--- src/rtl/adc_scan_scheduler.sv ---
// Burst scheduler and averager for an MCP3008 X/Y joystick driver.
// Define DEADZONE_EN to add registered direction flags derived from each new average.
module adc_scan_scheduler #(
  parameter int unsigned SAMPLE_PERIOD = 100000,
  parameter int unsigned AVG_SHIFT     = 2,
  parameter int unsigned TIMEOUT       = 2048,
  parameter int unsigned CENTER        = 512,
  parameter int unsigned DEADZONE      = 64
) (
  input  logic       clk,
  input  logic       rst,
  input  logic       enable,
  input  logic       req,
  output logic       ack,
  output logic       adc_start,
  input  logic [9:0] adc_x,
  input  logic [9:0] adc_y,
  input  logic       adc_valid,
  output logic [9:0] x_avg,
  output logic [9:0] y_avg,
  output logic       avg_valid,
  output logic       busy,
  output logic       timeout_err,
  input  logic       err_clr
`ifdef DEADZONE_EN
  ,
  output logic       dir_left,
  output logic       dir_right,
  output logic       dir_down,
  output logic       dir_up
`endif
);

  localparam int unsigned AccW  = 10 + AVG_SHIFT;
  localparam int unsigned CntW  = AVG_SHIFT + 1;
  localparam int unsigned TmrW  = $clog2(SAMPLE_PERIOD);
  localparam int unsigned WdW   = $clog2(TIMEOUT + 1);
  localparam int unsigned Burst = 1 << AVG_SHIFT;

  typedef enum logic [2:0] {StIdle, StIssue, StWait, StAccum, StDone} state_e;

  state_e          state_q;
  logic [TmrW-1:0] timer_q;
  logic            tick_pend_q;
  logic            src_req_q;
  logic [AccW-1:0] acc_x_q, acc_y_q;
  logic [CntW-1:0] cnt_q;
  logic [WdW-1:0]  wd_q;
  logic            tick_tc, tick_take;
  logic [9:0]      x_new, y_new;

  assign tick_tc   = (timer_q == TmrW'(SAMPLE_PERIOD - 1));
  assign tick_take = (state_q == StIdle) && !req && tick_pend_q;
  assign x_new     = acc_x_q[AVG_SHIFT +: 10];
  assign y_new     = acc_y_q[AVG_SHIFT +: 10];
  assign busy      = (state_q != StIdle);

  // Depth-1 tick pending flag; a new tick on the consume cycle keeps it set.
  always_ff @(posedge clk) begin
    if (rst || !enable) begin
      timer_q     <= '0;
      tick_pend_q <= 1'b0;
    end else begin
      timer_q <= tick_tc ? '0 : timer_q + TmrW'(1);
      if (tick_tc) tick_pend_q <= 1'b1;
      else if (tick_take) tick_pend_q <= 1'b0;
    end
  end

`ifdef DEADZONE_EN
  localparam int DzLo = int'(CENTER) - int'(DEADZONE);
  localparam int DzHi = int'(CENTER) + int'(DEADZONE);
`endif

  always_ff @(posedge clk) begin
    if (rst) begin
      state_q     <= StIdle;
      src_req_q   <= 1'b0;
      acc_x_q     <= '0;
      acc_y_q     <= '0;
      cnt_q       <= '0;
      wd_q        <= '0;
      ack         <= 1'b0;
      adc_start   <= 1'b0;
      avg_valid   <= 1'b0;
      x_avg       <= '0;
      y_avg       <= '0;
      timeout_err <= 1'b0;
`ifdef DEADZONE_EN
      dir_left    <= 1'b0;
      dir_right   <= 1'b0;
      dir_down    <= 1'b0;
      dir_up      <= 1'b0;
`endif
    end else begin
      ack       <= 1'b0;
      adc_start <= 1'b0;
      avg_valid <= 1'b0;
      // A timeout below overrides this clear in the same cycle.
      if (err_clr) timeout_err <= 1'b0;
      unique case (state_q)
        StIdle: begin
          if (req || tick_pend_q) begin
            src_req_q <= req;
            adc_start <= 1'b1;
            state_q   <= StIssue;
          end
        end
        StIssue: begin
          wd_q    <= '0;
          state_q <= StWait;
        end
        StWait: begin
          if (adc_valid) begin
            acc_x_q <= acc_x_q + AccW'(adc_x);
            acc_y_q <= acc_y_q + AccW'(adc_y);
            cnt_q   <= cnt_q + CntW'(1);
            state_q <= StAccum;
          end else if (wd_q == WdW'(TIMEOUT - 1)) begin
            timeout_err <= 1'b1;
            acc_x_q     <= '0;
            acc_y_q     <= '0;
            cnt_q       <= '0;
            ack         <= src_req_q;
            state_q     <= StIdle;
          end else begin
            wd_q <= wd_q + WdW'(1);
          end
        end
        StAccum: begin
          if (cnt_q < CntW'(Burst)) begin
            adc_start <= 1'b1;
            state_q   <= StIssue;
          end else begin
            // Results land in the DONE cycle so ack and avg_valid coincide with them.
            x_avg     <= x_new;
            y_avg     <= y_new;
            avg_valid <= 1'b1;
            ack       <= src_req_q;
`ifdef DEADZONE_EN
            dir_left  <= int'({22'd0, x_new}) < DzLo;
            dir_right <= int'({22'd0, x_new}) > DzHi;
            dir_down  <= int'({22'd0, y_new}) < DzLo;
            dir_up    <= int'({22'd0, y_new}) > DzHi;
`endif
            state_q   <= StDone;
          end
        end
        StDone: begin
          acc_x_q <= '0;
          acc_y_q <= '0;
          cnt_q   <= '0;
          state_q <= StIdle;
        end
        default: state_q <= StIdle;
      endcase
    end
  end

endmodule

--- config.mk ---
export PLATFORM = sky130hd
export DESIGN_NAME = adc_scan_scheduler
export DESIGN_NICKNAME = d
export VERILOG_FILES = /design/src/rtl/adc_scan_scheduler.sv
export SDC_FILE = /design/constraint.sdc
export NUM_CORES = 1
export LEC_CHECK = 0
export CAP_MARGIN = 20
export CORE_AREA = 2 2 124 96
export DETAILED_ROUTE_END_ITERATION = 8
export DIE_AREA = 0 0 126 98
export PLACE_DENSITY_LB_ADDON = 0.12
export SLEW_MARGIN = 20
export SYNTH_ARGS = -nofsm -noshare
export SYNTH_HDL_FRONTEND = slang
export SYNTH_SLANG_ARGS = --single-unit
--- constraint.sdc ---
create_clock -name clk -period 3 [get_ports clk]
set_input_delay 0.6 -clock clk [delete_from_list [all_inputs] [get_ports clk]]
set_output_delay 0.6 -clock clk [all_outputs]
set_load 0.03 [all_outputs]
==> results of run 1 <==
[routing by layer]
layer  up-vias  track usage (%)
met5         -                0
met4         0             5.83
met3        13             4.33
met2        42             25.8
met1      1693             22.9
li1       1887                -
[report_power, final]
group	internal [mW]	total, mW	switching (mW)
clock network	0.772	1.22	0.445
registers	1.14	1.16	0.0173
logic	0.0977	0.218	0.120
total	2.01	2.59	0.582
[worst register-to-register path, cell delays in order, from the launching register on]
cell	delay, ns
dfxtp_1	0.31
ha_1	0.22
fa_1	0.41
a21o_1	0.21
a221o_1	0.35
a21o_1	0.21
or4_1	0.39
nand2_1	0.07
[cell families after synthesis]
kind of cell               synth area share, %
and+or+nand+nor                           25.4
DFF                                       38.9
AOI/OAI and AO/OA                         16.3
muxes                                    0.714
buffers and inverters                     3.83
xor gates and xnor gates                  7.40
adders and majority gates                 7.49
[sequential cells by signal, indices dropped and copies added (netlist names)]
signal and count:
y_avg 10, avg_valid 1, tick_pend_q 1, timeout_err 1
ack 1, acc_y_q 12, cnt_q 3, wd_q 12
acc_x_q 12, src_req_q 1, x_avg 10, timer_q 17
adc_start 1, state_q 3
[how the worst min path moves through the flow]
| stage | end | slack [ns] | depth (start not counted) |
|---|---|---|---|
| global route | x_avg[1] | 0.47 | 2 |
| CTS | x_avg[1] | 0.46 | 2 |
| floorplan | ack | 0.43 | 2 |
| finish | x_avg[5] | 0.45 | 2 |
| global placement | x_avg[2] | 0.44 | 2 |
| detailed placement | x_avg[1] | 0.45 | 2 |
[layout make-up]
| class | instances | share of cell area, % |
|---|---|---|
| sequential | 85 | 31.9 |
| clock buffer | 12 | 4.81 |
| timing repair buffer | 59 | 10.6 |
| tap | 144 | 3.38 |
| clock inverter | 4 | 1.31 |
| inverter | 13 | 0.915 |
| multi-input combinational | 389 | 47.1 |
[synth_stat cells, types with 6 or more instances]
master	instances	area, µm²
a21oi_1	51	255
xnor2_1	16	140
ha_1	23	288
nor3_1	6	30.0
xor2_1	21	184
nor2_1	52	195
nand3_1	24	120
o21ai_0	15	75.1
and3_1	9	56.3
a22oi_1	7	52.6
a21o_1	9	67.6
inv_1	13	48.8
clkbuf_1	9	33.8
nand2b_1	8	50.1
dfxtp_1	85	1700
nand2_1	69	259
==> flow_metrics.env, run 1 <==
export IMPL_ys_warn_count=0
export IMPL_clock_latency_ns=0.34
export IMPL_hold_path_startpoint="x_avg[5]"
export IMPL_crit_path_max_fanout=3
export IMPL_wl_met1_mm=5.11
export IMPL_initial_core_util_pct=39.0
export IMPL_r2r_end="acc_x_q[8]"
export IMPL_synth_edf_count=0
export IMPL_avgSynthCellArea_um2=8.60
export IMPL_preCtsSetupSlack_ns=0.0222
export IMPL_slew_violations=0
export IMPL_clk_pin_slew_worst_paths_ns=0.06
export IMPL_grt_usage_pct=16.8
export IMPL_crit_buf_inv=1
export IMPL_power_leakage_nw=2.03
export IMPL_vias=3635
export IMPL_die_height_um=98
export IMPL_min_period_ns=2.61
export IMPL_grt_pass1_vias=3495
export IMPL_hold_worst_slack_ns=0.451
export IMPL_synth_seq_cells=85
export IMPL_nets=608
export IMPL_cts_htree_levels=3
export IMPL_area_growth_syn_to_layout_pct=21.8
export IMPL_cp_required_ns=3.29
export IMPL_first_iter_violations=107
export IMPL_layout_common_cells="85 x dfxtp_1, 69 x nand2_1, 52 x nor2_1"
export IMPL_synth_ff_type="dfxtp_1"
export IMPL_fmax_ghz=0.384
export IMPL_reg2reg_slack_ns=0.78
export IMPL_multi_input_area_um2=2510
export IMPL_power_mw=2.59
export IMPL_clock_skew_ns=0.00884
export IMPL_final_util_pct=47.5
export IMPL_cts_tree="yes"
export IMPL_synth_nets=560
export IMPL_fin_tns_setup_ns=0
export IMPL_routed_via_density=5.15
export IMPL_final_common_cell="dfxtp_1"
export IMPL_cp_top_family="compound AO/OA/AOI/OAI gates"
export IMPL_grt_max_degree=23
export IMPL_routed_wl_mm=9.81
export IMPL_cp_data_arrival_time_ns=2.89
export IMPL_drcViolationCount=0
export IMPL_synth_cells=509
export IMPL_area_sequential_um2=1700
export IMPL_core_area_um2=11200
export IMPL_core_rowCount=34
export IMPL_die_area_um2=12300
export IMPL_hold_viol=0
export IMPL_cp_endpoint="acc_x_q[8]"
export IMPL_reg2reg_from="acc_x_q[0]"
export IMPL_fin_cells=706
export IMPL_avgRoutedWirePerCell_um=13.9
export IMPL_grt_pass1_wl_mm=16.9
export IMPL_dr_pass1_iters=4
export IMPL_ir_worst_vdd_mv=0.268
export IMPL_cp_start_kind="primary input"
export IMPL_hp_class="flop to flop"
export IMPL_ios=51
export IMPL_setup_violations=0
export IMPL_status="completed"
export IMPL_cts_buffer_depth=2
export IMPL_worst_path_largest_cell_delay_ns=0.41
export IMPL_final_cell_area_um2=5340
export IMPL_cts_buffers=9
export IMPL_antenna_cells=0
export IMPL_cts_setup_buffers=0
export IMPL_yosys_cell_types_count=65
export IMPL_fin_crit_sh_pct=86.8
export IMPL_grt_setup_unrepaired="false"
export IMPL_max_cap_violations=0
export IMPL_rr_worst_depth=7
export IMPL_antenna_found_initial=0
export IMPL_end_kind="flop"
export IMPL_ant_nets=0
export IMPL_cts_root_buf="clkbuf_16"
export IMPL_synthArstFlopShare_pct=0
export IMPL_gp_congestion=0.833
export IMPL_overflow=0
export IMPL_dr_wl_met2_mm=4.25
export IMPL_relSlewSlack_pct=54.7
export IMPL_ys_seq_area_share_pct=38.9
export IMPL_cp_num_cells=8
export IMPL_p_per_area_nw_per_um2=486
export IMPL_cts_hold_buf=0
export IMPL_dpl_instance_area_um2=5010
export IMPL_crit_chain="clkdlybuf4s50_1 -> ha_1 -> fa_1 -> a21o_1 -> a221o_1 -> a21o_1 -> or4_1 -> nand2_1"
export IMPL_tightest_slew_ns=0.676
export IMPL_port_buffer_count=50
export IMPL_hpwlAfterDp_mm=7.09
export IMPL_cp_common_cell="a21o_1"
export IMPL_routed_top_layer="met4"
export IMPL_layout_drive_gt1_share_pct=7.47
export IMPL_die_x_um=126
export IMPL_worst_slack_ns=0.395
export IMPL_fillCellCount=1111
export IMPL_crit_slowest_cell="clkdlybuf4s50_1"
export IMPL_ctsResizeCount=0
export IMPL_numClockSinks=85
export IMPL_place_inst=690
export IMPL_crit_path_start="adc_x[0]"
export IMPL_crit_type="primary input to flop"
export IMPL_wl_met3_um=298
export IMPL_synth_area_um2=4380
(Power assumes the default switching activity.)
==> inputs of run 2 (changes only) <==
--- a/config.mk
+++ b/config.mk
@@ -5,11 +5,11 @@
 export SDC_FILE = /design/constraint.sdc
 export NUM_CORES = 1
 export LEC_CHECK = 0
-export CAP_MARGIN = 20
+export CAP_MARGIN = 5
 export CORE_AREA = 2 2 124 96
 export DETAILED_ROUTE_END_ITERATION = 8
 export DIE_AREA = 0 0 126 98
-export PLACE_DENSITY_LB_ADDON = 0.12
+export PLACE_DENSITY = 0.7
 export SLEW_MARGIN = 20
 export SYNTH_ARGS = -nofsm -noshare
 export SYNTH_HDL_FRONTEND = slang
==> run 2 against run 1 <==
Net effect:
- die area unchanged
- via count increased by 3.4%
- first-iteration DRC count increased by 88%
- critical path depth unchanged
- count of clock-buffer cells in the layout decreased by 1
- non-clock buffer count decreased by 3
- clock skew decreased by 0.0035 ns
- highest routed layer unchanged
==> flow_metrics.env, run 2 (synthesized netlist as in run 1, its figures left out) <==
export IMPL_crit_type="primary input to flop"
export IMPL_worst_slack_ns=0.381
export IMPL_clock_latency_ns=0.33
export IMPL_core_area_um2=11200
export IMPL_grt_pass1_wl_mm=16.6
export IMPL_cp_required_ns=3.27
export IMPL_relSlewSlack_pct=53.7
export IMPL_slew_violations=0
export IMPL_fin_crit_sh_pct=87.3
export IMPL_cp_start_kind="primary input"
export IMPL_ios=51
export IMPL_grt_pass1_vias=3630
export IMPL_die_x_um=126
export IMPL_nets=605
export IMPL_dr_wl_met2_mm=4.54
export IMPL_max_cap_violations=0
export IMPL_p_per_area_nw_per_um2=479
export IMPL_layout_common_cells="85 x dfxtp_1, 69 x nand2_1, 52 x nor2_1"
export IMPL_hp_class="flop to flop"
export IMPL_die_area_um2=12300
export IMPL_routed_wl_mm=9.91
export IMPL_routed_via_density=5.35
export IMPL_final_common_cell="dfxtp_1"
export IMPL_ir_worst_vdd_mv=0.367
export IMPL_ant_nets=0
export IMPL_antenna_cells=0
export IMPL_power_leakage_nw=2.00
export IMPL_first_iter_violations=201
export IMPL_vias=3758
export IMPL_worst_path_largest_cell_delay_ns=0.41
export IMPL_top_register="timer_q"
export IMPL_numClockSinks=85
export IMPL_core_rowCount=34
export IMPL_fmax_ghz=0.382
export IMPL_overflow=0
export IMPL_wl_met1_mm=4.85
export IMPL_cp_data_arrival_time_ns=2.89
export IMPL_crit_path_max_fanout=3
export IMPL_crit_slowest_cell="clkdlybuf4s50_1"
export IMPL_cts_setup_buffers=0
export IMPL_largest_reg_flops=17
export IMPL_antenna_found_initial=0
export IMPL_status="completed"
export IMPL_die_height_um=98
export IMPL_tightest_slew_ns=0.691
export IMPL_place_inst=687
export IMPL_power_mw=2.53
export IMPL_cts_buffers=9
export IMPL_hpwlAfterDp_mm=7.09
export IMPL_clock_skew_ns=0.00534
export IMPL_grt_usage_pct=16.3
export IMPL_area_growth_syn_to_layout_pct=20.9
export IMPL_crit_chain="clkdlybuf4s50_1 -> ha_1 -> fa_1 -> a21o_1 -> a221o_1 -> a21o_1 -> or4_1 -> nand2_1"
export IMPL_dr_pass1_iters=4
export IMPL_hold_viol=0
export IMPL_cts_buffer_depth=2
export IMPL_fin_cells=703
export IMPL_drcViolationCount=0
export IMPL_port_buffer_count=50
export IMPL_avgRoutedWirePerCell_um=14.1
export IMPL_grt_setup_unrepaired="false"
export IMPL_cts_tree="yes"
export IMPL_cp_common_cell="a21o_1"
export IMPL_cts_hold_buf=0
export IMPL_end_kind="flop"
export IMPL_grt_max_degree=36
export IMPL_wl_met3_um=359
export IMPL_min_period_ns=2.62
export IMPL_fin_tns_setup_ns=0
export IMPL_layout_drive_gt1_share_pct=6.80
export IMPL_clk_pin_slew_worst_paths_ns=0.06
export IMPL_setup_violations=0
export IMPL_cts_root_buf="clkbuf_16"
export IMPL_final_util_pct=47.1
export IMPL_initial_core_util_pct=39.0
export IMPL_ctsResizeCount=0
export IMPL_cts_htree_levels=3
export IMPL_routed_top_layer="met4"
export IMPL_preCtsSetupSlack_ns=0.0397
export IMPL_gp_congestion=0.855
## run 2: final timing paths
path / to / depth (start not counted) / start / slack [ns]
hold reg to reg: x_avg[1] / 2 / x_avg[1] / 0.46
setup reg to reg: acc_x_q[8] / 7 / acc_x_q[0] / 0.78
hold / removal: x_avg[1] / 2 / x_avg[1] / 0.46
setup / recovery: acc_x_q[8] / 8 / adc_x[0] / 0.38
## run 2: stage by stage
stage | hold WS [ns] | area (µm²)
6_report | 0.456 | 5290
3_3_place_gp | 0.443 | 4990
4_1_cts | 0.461 | 5290
2_1_floorplan | 0.428 | 4380
5_1_grt | 0.477 | 5290
3_5_place_dp | 0.452 | 4990
## run 2: area by class of cell
class / instances / area, µm²
clock buffers: 11 / 233
clock inverters: 5 / 75.1
fillers: 1078 / 5940
inverters: 13 / 48.8
multi-input cells: 389 / 2510
flip-flops and latches: 85 / 1700
well taps: 144 / 180
repair buffers: 56 / 541
## run 2: layer usage
metal	vias to the layer above	GRT usage, %
li1	1878	-
met1	1809	21.4
met2	59	26.6
met3	12	3.73
met4	0	5.33
met5	-	0
## run 2: critical path: cells and delay by family
kind            cells  cell delay, ns
compound gates      3            0.77
fa+ha+maj           2            0.65
buf+inv             1            0.41
simple gates        2            0.47
## run 2: power breakdown
| group | switching, mW | internal (mW) | leakage [nW] |
|---|---|---|---|
| registers | 0.0181 | 1.14 | 0.686 |
| logic | 0.123 | 0.0959 | 1.16 |
| clock network | 0.429 | 0.726 | 0.153 |
| total | 0.570 | 1.96 | 2.00 |
==> inputs of run 3 (changes only) <==
--- a/config.mk
+++ b/config.mk
@@ -5,12 +5,11 @@
 export SDC_FILE = /design/constraint.sdc
 export NUM_CORES = 1
 export LEC_CHECK = 0
-export CAP_MARGIN = 5
+export CAP_MARGIN = 20
 export CORE_AREA = 2 2 124 96
 export DETAILED_ROUTE_END_ITERATION = 8
 export DIE_AREA = 0 0 126 98
 export PLACE_DENSITY = 0.7
-export SLEW_MARGIN = 20
 export SYNTH_ARGS = -nofsm -noshare
 export SYNTH_HDL_FRONTEND = slang
 export SYNTH_SLANG_ARGS = --single-unit
==> constraint.sdc (replaced) <==
create_clock -name clk -period 3.35 [get_ports clk]
set_input_delay 0.67 -clock clk [delete_from_list [all_inputs] [get_ports clk]]
set_output_delay 0.67 -clock clk [all_outputs]
set_load 0.03 [all_outputs]
==> run 3 against run 2 <==
Net effect:
- core utilization rose by 0.078 points
- routed wire length fell by 0.50%
- clock skew rose by 0.0020 ns
- setup slack improved by 0.27 ns
- die area did not move
- count of clock-buffer cells in the layout fell by 1
- critical endpoint unchanged
- via count rose by 0.16%
- register-to-register slack improved by 0.31 ns
- sequential power fell by 10%
- first-iteration DRC count rose by 9.5%
- hold slack got worse by 0.0026 ns
==> flow_metrics.env, run 3 (synthesized netlist as in run 1, its figures left out) <==
export IMPL_relSlewSlack_pct=51.1
export IMPL_nets=605
export IMPL_grt_pass1_wl_mm=16.8
export IMPL_layout_drive_gt1_share_pct=6.98
export IMPL_worst_path_largest_cell_delay_ns=0.42
export IMPL_clock_skew_ns=0.00733
export IMPL_grt_setup_unrepaired="false"
export IMPL_final_util_pct=47.2
export IMPL_routed_via_density=5.35
export IMPL_max_cap_violations=0
export IMPL_fin_cells=703
export IMPL_cts_hold_buf=0
export IMPL_gp_congestion=0.866
export IMPL_layout_common_cells="85 x dfxtp_1, 69 x nand2_1, 52 x nor2_1"
export IMPL_tightest_slew_ns=0.729
export IMPL_vias=3764
export IMPL_final_common_cell="dfxtp_1"
export IMPL_ant_nets=0
export IMPL_cts_root_buf="clkbuf_16"
export IMPL_min_period_ns=2.70
export IMPL_clk_pin_slew_worst_paths_ns=0.06
export IMPL_p_seq_share_pct=45.3
export IMPL_grt_pass1_vias=3585
export IMPL_antenna_found_initial=0
export IMPL_cp_start_kind="primary input"
export IMPL_switching_power_mw=0.535
export IMPL_ctsResizeCount=0
export IMPL_crit_path_max_fanout=3
export IMPL_hold_path_startpoint="x_avg[2]"
export IMPL_fin_tns_setup_ns=0
export IMPL_slew_violations=0
export IMPL_ir_worst_vdd_mv=0.285
export IMPL_dr_pass1_iters=4
export IMPL_crit_slowest_cell="fa_1"
export IMPL_die_x_um=126
export IMPL_p_sw_share_pct=23.3
export IMPL_clock_latency_ns=0.34
export IMPL_fmax_ghz=0.370
export IMPL_pwr_share_clk_pct=46.2
export IMPL_avgRoutedWirePerCell_um=14.0
export IMPL_port_buffer_count=50
export IMPL_p_per_area_nw_per_um2=433
export IMPL_drcViolationCount=0
export IMPL_largest_reg_flops=17
export IMPL_p_comb_share_pct=8.5
export IMPL_end_kind="flop"
export IMPL_p_int_mw=1.76
export IMPL_grt_max_degree=34
export IMPL_power_leakage_nw=1.99
export IMPL_r2r_end="acc_x_q[8]"
export IMPL_cp_data_arrival_time_ns=2.99
export IMPL_first_iter_violations=220
export IMPL_core_area_um2=11200
export IMPL_hold_viol=0
export IMPL_cp_required_ns=3.64
export IMPL_fin_crit_sh_pct=80.6
export IMPL_antenna_cells=0
export IMPL_grt_usage_pct=16.5
export IMPL_setup_violations=0
export IMPL_hp_class="flop to flop"
export IMPL_cts_setup_buffers=0
export IMPL_cts_tree="yes"
export IMPL_core_rowCount=34
export IMPL_place_inst=687
export IMPL_fillCellCount=1068
export IMPL_hold_depth=2
export IMPL_ios=51
export IMPL_reg2reg_slack_ns=1.09
export IMPL_initial_core_util_pct=39.0
export IMPL_hpwlAfterDp_mm=7.16
export IMPL_cts_htree_levels=3
export IMPL_die_height_um=98
export IMPL_min_to="x_avg[2]"
export IMPL_crit_type="primary input to flop"
export IMPL_status="completed"
export IMPL_routed_wl_mm=9.86
export IMPL_rr_worst_depth=7
export IMPL_cts_buffers=9
export IMPL_crit_chain="clkdlybuf4s50_1 -> ha_1 -> fa_1 -> a21o_1 -> a221o_1 -> a21o_1 -> or4_1 -> nand2_1"
export IMPL_die_area_um2=12300
export IMPL_reg2reg_from="acc_x_q[0]"
export IMPL_hold_worst_slack_ns=0.454
export IMPL_area_growth_syn_to_layout_pct=21.1
export IMPL_cp_common_cell="a21o_1"
export IMPL_overflow=0
export IMPL_top_register="timer_q"
export IMPL_cts_buffer_depth=2
export IMPL_numClockSinks=85
==> run 3: cell types whose count changed in the layout (fill, tap and decap cells not counted) <==
cell / previous run / this run
clkinvlp_4: 0 / 3
clkinv_2: 3 / 1
clkbuf_1: 2 / 1
==> run 3: stage by stage <==
stage                     power [mW]  setup WS (ns)  cell area, µm²
after floorplan                 1.19          0.848            4380
after global placement          1.25          0.344            4990
after detailed placement        1.25          0.311            4990
after CTS                       2.32          0.659            5300
after global routing            2.37          0.587            5300
final                           2.30          0.649            5300
==> run 3: worst max path at each step <==
stage	cells after the start	end	slack, ns	startpoint
finish	8	acc_x_q[8]	0.65	adc_x[0]
global route	8	acc_x_q[8]	0.59	adc_x[0]
CTS	8	acc_x_q[8]	0.66	adc_x[0]
detailed placement	8	acc_x_q[8]	0.31	adc_x[0]
global placement	8	acc_x_q[8]	0.34	adc_x[0]
floorplan	7	acc_x_q[8]	0.85	adc_x[0]
==> run 3: final cells by class <==
cell class | instances | area (µm²) | share of cell area (%)
well taps | 144 | 180 | 3.40
inverters | 13 | 48.8 | 0.920
multi-input cells | 389 | 2510 | 47.4
repair buffers | 56 | 541 | 10.2
clock inverters | 6 | 87.6 | 1.65
flip-flops and latches | 85 | 1700 | 32.1
clock buffers | 10 | 229 | 4.32
==> run 3: power by group through the flow <==
stage               registers [mW]  logic, mW  clock network (mW)
global route                  1.04      0.215                1.12
detailed placement            1.06      0.194                   0
CTS                           1.04      0.195                1.09
finish                        1.04      0.196                1.06
global placement              1.06      0.187                   0
floorplan                     1.05      0.133                   0
==> run 3: worst max-delay path: cells and delay by family <==
family / cells / cell delay (ns)
buffers and inverters: 1 / 0.41
AND/OR/NAND/NOR: 2 / 0.46
adder cells (fa/ha/maj): 2 / 0.66
AO/OA/AOI/OAI: 3 / 0.80
==> run 3: routing by layer <==
layer	part of all wire [%]	vias up	global-route usage [%]	routed length [µm]
li1	-	1889	-	-
met1	51	1781	21.7	4990
met2	43	75	26.0	4280
met3	3.7	19	3.89	361
met4	2.2	0	6.85	218
met5	0	-	0	0
